$ cat config.mk
export PLATFORM = sky130hd
export DESIGN_NAME = mcode_seq
export DESIGN_NICKNAME = d
export VERILOG_FILES = /design/src/rtl/mcode_seq.sv
export SDC_FILE = /design/constraint.sdc
export NUM_CORES = 1
export LEC_CHECK = 0
export BUFFER_PORTS_ARGS = -buffer_cell sky130_fd_sc_hd__buf_2
export CORE_MARGIN = 2
export CORE_UTILIZATION = 45
export CTS_CLUSTER_SIZE = 24
export DETAILED_ROUTE_END_ITERATION = 12
export HOLD_SLACK_MARGIN = 0.08
export PLACE_DENSITY_LB_ADDON = 0.15
export SYNTH_ARGS = -nofsm -noshare
export SYNTH_HDL_FRONTEND = slang
export SYNTH_SLANG_ARGS = --single-unit
$ cat constraint.sdc
create_clock -name sys_clk -period 2.6 [get_ports sys_clk]
set_input_delay 0.39 -clock sys_clk [delete_from_list [all_inputs] [get_ports sys_clk]]
set_output_delay 0.39 -clock sys_clk [all_outputs]
set_load 0.02 [all_outputs]
$ cat src/rtl/mcode_seq.sv
// Microcode sequencer: FETCH/EXEC loop driving a 64x27 microcode ROM and forwarding its control vector.
// Optional call/return stack enabled by defining MCODE_STACK_EN (default build: CALL acts as JUMP, RET halts with err).
//
// state   | meaning
// --------+-------------------------------------------------------------
// S_IDLE  | halted; waits for start, a holds its last value
// S_FETCH | ROM latches a; z becomes valid next cycle
// S_EXEC  | evaluate z, strobe ctl on exit; loops here while WAIT's c=0
module mcode_seq #(
  parameter int STACK_DEPTH = 2
) (
  input  logic        sys_clk,
  input  logic        reset,
  input  logic        start,
  input  logic [0:5]  start_addr,
  input  logic [0:7]  cond,
  input  logic [0:26] z,
  output logic [0:5]  a,
  output logic [0:14] ctl,
  output logic        ctl_stb,
  output logic        busy,
  output logic        done,
  output logic        err
);

  typedef enum logic [1:0] {S_IDLE, S_FETCH, S_EXEC} state_t;

  localparam logic [2:0] OP_NEXT = 3'd0;
  localparam logic [2:0] OP_JUMP = 3'd1;
  localparam logic [2:0] OP_BRT  = 3'd2;
  localparam logic [2:0] OP_BRF  = 3'd3;
  localparam logic [2:0] OP_CALL = 3'd4;
  localparam logic [2:0] OP_RET  = 3'd5;
  localparam logic [2:0] OP_WAIT = 3'd6;
  localparam logic [2:0] OP_HALT = 3'd7;

  if (STACK_DEPTH < 1 || STACK_DEPTH > 4) begin : g_bad_depth
    $error("mcode_seq: STACK_DEPTH must be 1..4");
  end

  state_t      state, state_d;
  logic [0:5]  a_d;
  logic [0:14] ctl_d;
  logic        ctl_stb_d, busy_d, done_d, err_d;

  logic [0:5]  tgt;
  logic [2:0]  op;
  logic [2:0]  cs;
  logic        c;
  logic [0:5]  pc_inc;

  assign tgt    = z[0:5];
  assign op     = z[6:8];
  assign cs     = z[9:11];
  assign c      = cond[cs];
  assign pc_inc = a + 6'd1;

`ifdef MCODE_STACK_EN
  logic [2:0]  sp;
  logic [0:5]  stk [STACK_DEPTH];
  logic [0:5]  stack_top;
  logic        stack_full, stack_empty;
  logic        push, pop;

  assign stack_full  = (int'(sp) == STACK_DEPTH);
  assign stack_empty = (sp == 3'd0);

  always_comb begin
    stack_top = '0;
    for (int i = 0; i < STACK_DEPTH; i++)
      if (i == int'(sp) - 1) stack_top = stk[i];
  end

  // A push onto a full stack shifts out the oldest return address.
  always_ff @(posedge sys_clk) begin
    if (reset) begin
      sp <= 3'd0;
    end else if (push) begin
      if (stack_full) begin
        for (int i = 0; i < STACK_DEPTH - 1; i++) stk[i] <= stk[i+1];
        stk[STACK_DEPTH-1] <= pc_inc;
      end else begin
        for (int i = 0; i < STACK_DEPTH; i++)
          if (i == int'(sp)) stk[i] <= pc_inc;
        sp <= sp + 3'd1;
      end
    end else if (pop && !stack_empty) begin
      sp <= sp - 3'd1;
    end
  end
`endif

  always_ff @(posedge sys_clk) begin
    if (reset) begin
      state   <= S_IDLE;
      a       <= '0;
      ctl     <= '0;
      ctl_stb <= 1'b0;
      busy    <= 1'b0;
      done    <= 1'b0;
      err     <= 1'b0;
    end else begin
      state   <= state_d;
      a       <= a_d;
      ctl     <= ctl_d;
      ctl_stb <= ctl_stb_d;
      busy    <= busy_d;
      done    <= done_d;
      err     <= err_d;
    end
  end

  always_comb begin
    state_d   = state;
    a_d       = a;
    ctl_d     = ctl;
    ctl_stb_d = 1'b0;
    busy_d    = busy;
    done_d    = 1'b0;
    err_d     = err;
`ifdef MCODE_STACK_EN
    push      = 1'b0;
    pop       = 1'b0;
`endif
    case (state)
      S_IDLE: begin
        if (start) begin
          state_d = S_FETCH;
          a_d     = start_addr;
          err_d   = 1'b0;
          busy_d  = 1'b1;
        end
      end
      S_FETCH: state_d = S_EXEC;
      S_EXEC: begin
        state_d   = S_FETCH;
        ctl_d     = z[12:26];
        ctl_stb_d = 1'b1;
        case (op)
          OP_NEXT: a_d = pc_inc;
          OP_JUMP: a_d = tgt;
          OP_BRT:  a_d = c ? tgt : pc_inc;
          OP_BRF:  a_d = c ? pc_inc : tgt;
          OP_CALL: begin
`ifdef MCODE_STACK_EN
            push = 1'b1;
            if (stack_full) err_d = 1'b1;
`endif
            a_d = tgt;
          end
          OP_RET: begin
`ifdef MCODE_STACK_EN
            pop = 1'b1;
            if (stack_empty) begin
              a_d   = '0;
              err_d = 1'b1;
            end else begin
              a_d = stack_top;
            end
`else
            state_d = S_IDLE;
            busy_d  = 1'b0;
            done_d  = 1'b1;
            err_d   = 1'b1;
`endif
          end
          OP_WAIT: begin
            if (c) begin
              a_d = pc_inc;
            end else begin
              state_d   = S_EXEC;
              ctl_d     = ctl;
              ctl_stb_d = 1'b0;
            end
          end
          default: begin
            state_d = S_IDLE;
            busy_d  = 1'b0;
            done_d  = 1'b1;
          end
        endcase
      end
      default: state_d = S_IDLE;
    endcase
  end

endmodule

==> impl_results.md, run 1 <==
- Status: complete, no violations
- Crit path max fanout: 8
- Synthesized area per cell: roughly 8.2 µm²
- Worst Path Arrival: 2.20 ns
- Worst skew pair latency: between 0.3 and 0.4 ns
- Post-synthesis cell count: slightly below 200
- Reg2reg setup slack: 0.66 ns
- RSZ-0062 raised after global routing: no
- Worst rel slew slack: ~60%
- Footprint of the multi-input gates: 996 µm²
- Synth Flop Type: dfxtp_1
- Worst endpoint required time: between 2 and 3 ns
- Wire per inst: 12.5 µm
- CTS buffer count: 3
- Time the worst path needs with I/O delays and setup: about 1.9 ns
- Root Driver: clkbuf_4
- Worst path max stage delay: about 0.49 ns
- Ports: 69
- FF-to-FF path depth: 7
- Worst hold margin: approximately 0.3 ns
- Area leader, netlist: dfxtp_1
- H-tree Lvls: 1
- Dpl ws: between 0.5 and 0.6 ns
- Post CTS Setup Buffer Count: 0
- Via count: roughly 1600
- Slowest CP cell: dfxtp_1
- Max VDD drop: between 0.3 and 0.4 mV
- Fmax: 515 MHz
- ANT nets after route: 0
- Final setup viols: 0
- Fin cells: about 310
- Yosys reg bits: 27
- Total die area: 4110 µm²
- Synth Net Count: around 240
- Post-route clock period utilization: ~75%
- Post-layout nets: between 300 and 400
- Total GRT Usage: approximately a fifth
- Seq/Total Area, Yosys: 33.3%
- Synth async-reset ratio: 0%
- Layout Skew: approximately 0.0031 ns
- # fillers: 318
- Worst Setup SP: a[5]
- Kind of critical path: flop to flop
- Initial DRC count: between 100 and 150
- Area grow syn2layout: 23.6%
- Die Height: approximately 64 µm
- Routability cong.: between 0.8 and 0.9
- Pre-antenna DRT Iters: 4
- Static Leak: 0.900 nW
- Share of cells above drive strength 1: 31.4%
- Unique masters post-synth: 45
- Worst Slack Setup Final: 0.658 ns
- Port-buffer cells: 68
- TNS Setup: 0 ns
- Warnings, synthesis: 0
- Cell row count: 21
- Final Hold Fails: 0
- Worst r2r src: a[5]
- Hold path depth: 3
- Routed WL: between 3000 and 4000 µm
- Die X: around 64 µm
- Hold buffers post-CTS: 0
- Vias in the first global route: ~1500
- Mapped Area: 1620 µm²
- Clock-pin transition on the worst setup and hold timing paths: roughly 0.14 ns
- Max-Cap Viols: 0
- Initial Utilization: a little under half
- Crit-path cells: ha_1, nand3_1, xnor2_1, mux2i_1, a211oi_1, nand4b_1, a31oi_1
- CTS tree: yes
- Num Clock Sinks: 27
- Worst hold path class: input port to flop
- Worst-Margin Slew: 0.604 ns
- Register cell area after layout: roughly 540 µm²
- # resized after CTS: 0
- Yosys top cell area share: between 30% and 40%
- First-pass GRT wire length: around 6600 µm
- Crit end category: flop
- Clk buf depth: 2
- Initial antenna violation count: 0
- Core area: 3390 µm²
- PD cells: between 400 and 500 nW/µm²
- Largest net degree at the start of global routing: 22
- DRC: 0
- Hpwl dp: 2910 µm
- CP Capture Point: a[1]
- Inst Count DP: 303
- Final slew viol count: 0
- Post-synth EDFFs: 0
- Ant. Diodes: 0
- Total gr overflow: 0
- Startpoint Class: flop
- Via density: 5.26
- Synth area leaders: dfxtp_1 (33%), mux2i_1 (15%), nor2_1 (7.9%)
- RR Endpoint: a[1]
-- metrics by stage --
stage                     utilization (%)  power, mW  cell area [µm²]
after floorplan                         -      0.634             1620
after global placement               58.4      0.716             1980
after CTS                            59.2      0.891             2010
final                                59.2      0.882             2010
after global routing                 59.2      0.938             2010
after detailed placement             58.4      0.716             1980
-- sequential cells by signal (all words and copies together) (netlist names) --
name	count
a	6
busy	1
ctl	15
ctl_stb	1
done	1
err	1
state	2
-- layout make-up --
class                      instances  area share [%]
inverter                           8            1.50
multi-input combinational        152            49.6
clock inverter                     1           0.249
clock buffer                       3            1.12
sequential                        27            26.9
tap                               46            2.87
timing repair buffer              70            17.7
-- report_power, final --
| part | switching, mW | internal, mW |
|---|---|---|
| Combinational | 0.147 | 0.105 |
| Sequential | 0.0197 | 0.436 |
| Clock | 0.117 | 0.0576 |
| Total | 0.284 | 0.598 |
-- cell usage in the layout, fill, tap and decap left out, types with 3 or more instances in the layout --
master	n
xnor2_1	4
nand3_1	4
a31oi_1	6
inv_1	8
mux2i_1	25
buf_2	68
nor2_1	34
nor3_1	5
o21ai_0	10
nand2_1	16
o21ai_1	3
a21oi_1	5
and2_1	3
dfxtp_1	27
or3_1	3
nor2b_1	3
clkbuf_4	3
-- Yosys cell counts (all sizes together) (2+ instances only) --
library cell,instances
or3,3
nor2b,3
nand3,5
xnor2,4
nor3,5
mux2,2
o211ai,2
inv,8
nand4,2
dfxtp,27
mux2i,25
clkbuf,8
buf,3
o21ai,13
a31oi,6
and2,3
a21oi,5
nor2,34
o2111ai,2
a22oi,2
nand2,17
-- critical path, delay by kind of cell, from the launching register on --
kind | cells | cell delay (ns)
AO/OA/AOI/OAI | 2 | 0.43
XOR/XNOR | 1 | 0.34
adder cells (fa/ha/maj) | 1 | 0.23
flip-flops | 1 | 0.49
multiplexers | 1 | 0.13
AND/OR/NAND/NOR | 2 | 0.27
-- kinds of logic after synthesis --
kind of cell / after synthesis / synth area share (%)
AOI/OAI and AO/OA: 44 / 20.0
muxes: 27 / 16.8
adders and majority gates: 1 / 0.770
and+or+nand+nor: 76 / 21.6
buffers and inverters: 19 / 5.39
DFF: 27 / 33.3
xor gates and xnor gates: 4 / 2.16
-- worst min path at each step --
stage          startpoint      end
2_1_floorplan       z[22]  ctl[10]
3_3_place_gp       ctl[7]   ctl[7]
3_5_place_dp         busy     busy
4_1_cts             z[21]   ctl[9]
5_1_grt             z[21]   ctl[9]
6_report            z[19]   ctl[7]
-- layer usage --
layer / global-route usage [%] / share of wire, %
met2: 31.6 / 44
met3: 2.64 / 8.6
met1: 26.3 / 47
met4: 5.71 / 0.57
met5: 0 / 0
No activity file was read; power rests on OpenSTA's default activity.
==> run 2, diff against run 1 <==
Clock period 2.6 ns to 1.85 ns, I/O delays scaled along.
==> run 2 against run 1 <==
Combinational power increased by 54%. Via count grew 3.3%. First-iteration DRC count is 41% lower. Sequential share of layout area decreased by 0.92 points. Register-to-register slack lost 0.43 ns. Global-route usage rose by 1.4 points. Die area unchanged. Utilization grew 2.1 points. Critical path type unchanged. Total power rose by 44%. Clock skew increased by 0.0081 ns. Highest routed layer unchanged. Count of clock-buffer cells in the layout increased by 1.
==> impl_results.md, run 2 (synthesis gave the netlist of run 1 again) <==
- HP Start: z[15]
- Vias in the first global route: about 1600
- Worst Path Arrival: 1.88 ns
- Die X: approximately 64 µm
- DRC: 0
- Worst skew pair latency: between 0.3 and 0.4 ns
- Top delay family on crit path: simple AND/OR/NAND/NOR gates
- Clock-pin transition on the worst setup and hold timing paths: about 0.14 ns
- Total GRT Usage: 20.7%
- Ports: 69
- Root Driver: clkbuf_4
- Via count: between 1500 and 2000
- Die Height: roughly 64 µm
- Kind of critical path: flop to flop
- RR Endpoint: a[1]
- Fmax: between 600 and 700 MHz
- Worst Slack Setup Final: between 0.2 and 0.25 ns
- Crit path max fanout: 4
- Worst path max stage delay: between 0.3 and 0.4 ns
- Post-route clock period utilization: between 80 and 90%
- Time the worst path needs with I/O delays and setup: between 1.5 and 2 ns
- CTS tree: yes
- Crit end category: flop
- Hold path depth: 3
- Commonest cells after routing, fill and taps aside: buf_2 (68), nor2_1 (34), dfxtp_1 (27)
- Crit-path cells: ha_1, nand3_1, xnor2_2, nor3_1, mux2_2, nand4b_1, a31oi_1
- First-pass GRT wire length: ~7000 µm
- Worst-Margin Slew: approximately 0.5 ns
- Dpl ws: about 0.0012 ns
- Worst min-delay path endpoint: ctl[3]
- Ant. Diodes: 0
- Worst rel slew slack: 66.7%
- Hpwl dp: between 3000 and 4000 µm
- Max VDD drop: roughly 0.48 mV
- Routed WL: just over 4000 µm
- Worst hold path class: input port to flop
- Port-buffer cells: slightly below 70
- Total die area: 4110 µm²
- CTS buffer count: 3
- Core area: ~3400 µm²
- Crit path buf inv count: 0
- Initial DRC count: 67
- Num Clock Sinks: 27
- TNS Setup: 0 ns
- Layout Skew: ~0.011 ns
- RSZ-0062 raised after global routing: no
- H-tree Lvls: 1
- Via density: 5.31
- Worst endpoint required time: between 2 and 2.5 ns
- Routability cong.: approximately 0.95
- Final slew viol count: 0
- Reg2reg setup slack: 0.23 ns
- Final setup viols: 0
- Final Hold Fails: 0
- Pre-antenna DRT Iters: 4
- Share of cells above drive strength 1: roughly a third
- Post-layout nets: 314
- Largest net degree at the start of global routing: 22
- Area grow syn2layout: 28.0%
- Most common cell after layout, fill and taps aside: buf_2
- Largest reg by FF count: ctl
- Max reg flops: 15
- FF-to-FF path depth: 7
- Top Registers: ctl x15, a x6, state x2
- Slowest CP cell: dfxtp_1
- Status: complete, no violations
- Max-Cap Viols: 0
- ANT nets after route: 0
- Initial Utilization: about 48%
- Worst hold margin: between 0.15 and 0.2 ns
- Static Leak: ~0.94 nW
- Clk buf depth: 2
- Worst Setup SP: a[5]
- Initial antenna violation count: 0
- PD cells: 610 nW/µm²
- Wire per inst: approximately 13 µm
- Total gr overflow: 0
- Startpoint Class: flop
- Cell row count: 21
- Worst r2r src: a[5]
-- run 2: power breakdown --
group	switching (mW)	leakage, nW	internal (mW)
clock network	0.160	0.0150	0.0840
registers	0.0237	0.220	0.613
logic	0.221	0.707	0.166
total	0.405	0.942	0.863
-- run 2: repair_timing --
| action | CTS | global route |
|---|---|---|
| hold endpoints to repair | 0 | 0 |
| setup endpoints to repair | 0 | 1 |
| buffers inserted | 0 | 0 |
| hold buffers | 0 | 0 |
| resized for setup | 0 | 1 |
-- run 2: worst max path at each step --
stage          endpoint  slack, ns  cells after the start
2_1_floorplan   ctl[10]      0.001                      8
3_3_place_gp       a[5]       0.01                      7
3_5_place_dp    ctl[10]      0.001                      8
4_1_cts            a[1]       0.16                      7
5_1_grt            a[1]       0.06                      7
6_report           a[1]       0.23                      7
-- run 2: per-layer routing --
metal	track usage [%]	share of wire, %	vias to the layer above
met3	2.99	6.8	4
met2	35.4	45	65
li1	-	-	845
met1	27.9	48	754
met4	3.80	0.70	0
met5	0	0	-
-- run 2: area by class of cell --
| type | instances | area [µm²] |
|---|---|---|
| clock buffer | 4 | 26.3 |
| sequential | 27 | 541 |
| fill | 326 | 1310 |
| tap | 46 | 57.6 |
| multi-input combinational | 152 | 1000 |
| inverter | 8 | 30.0 |
| timing repair buffer | 77 | 420 |
-- run 2: stage by stage --
step | cells | area [µm²] | util (%) | power (mW)
after floorplan | 198 | 1620 | - | 0.891
after global placement | 310 | 2040 | 60.3 | 1.03
after detailed placement | 310 | 2040 | 60.3 | 1.03
after CTS | 314 | 2070 | 61.1 | 1.27
after global routing | 314 | 2080 | 61.3 | 1.35
final | 314 | 2080 | 61.3 | 1.27
-- run 2: worst min-delay path: cells and delay by family --
family                 cells  cell delay (ns)
buffers and inverters      1             0.07
muxes                      1             0.05
and+or+nand+nor            1             0.07
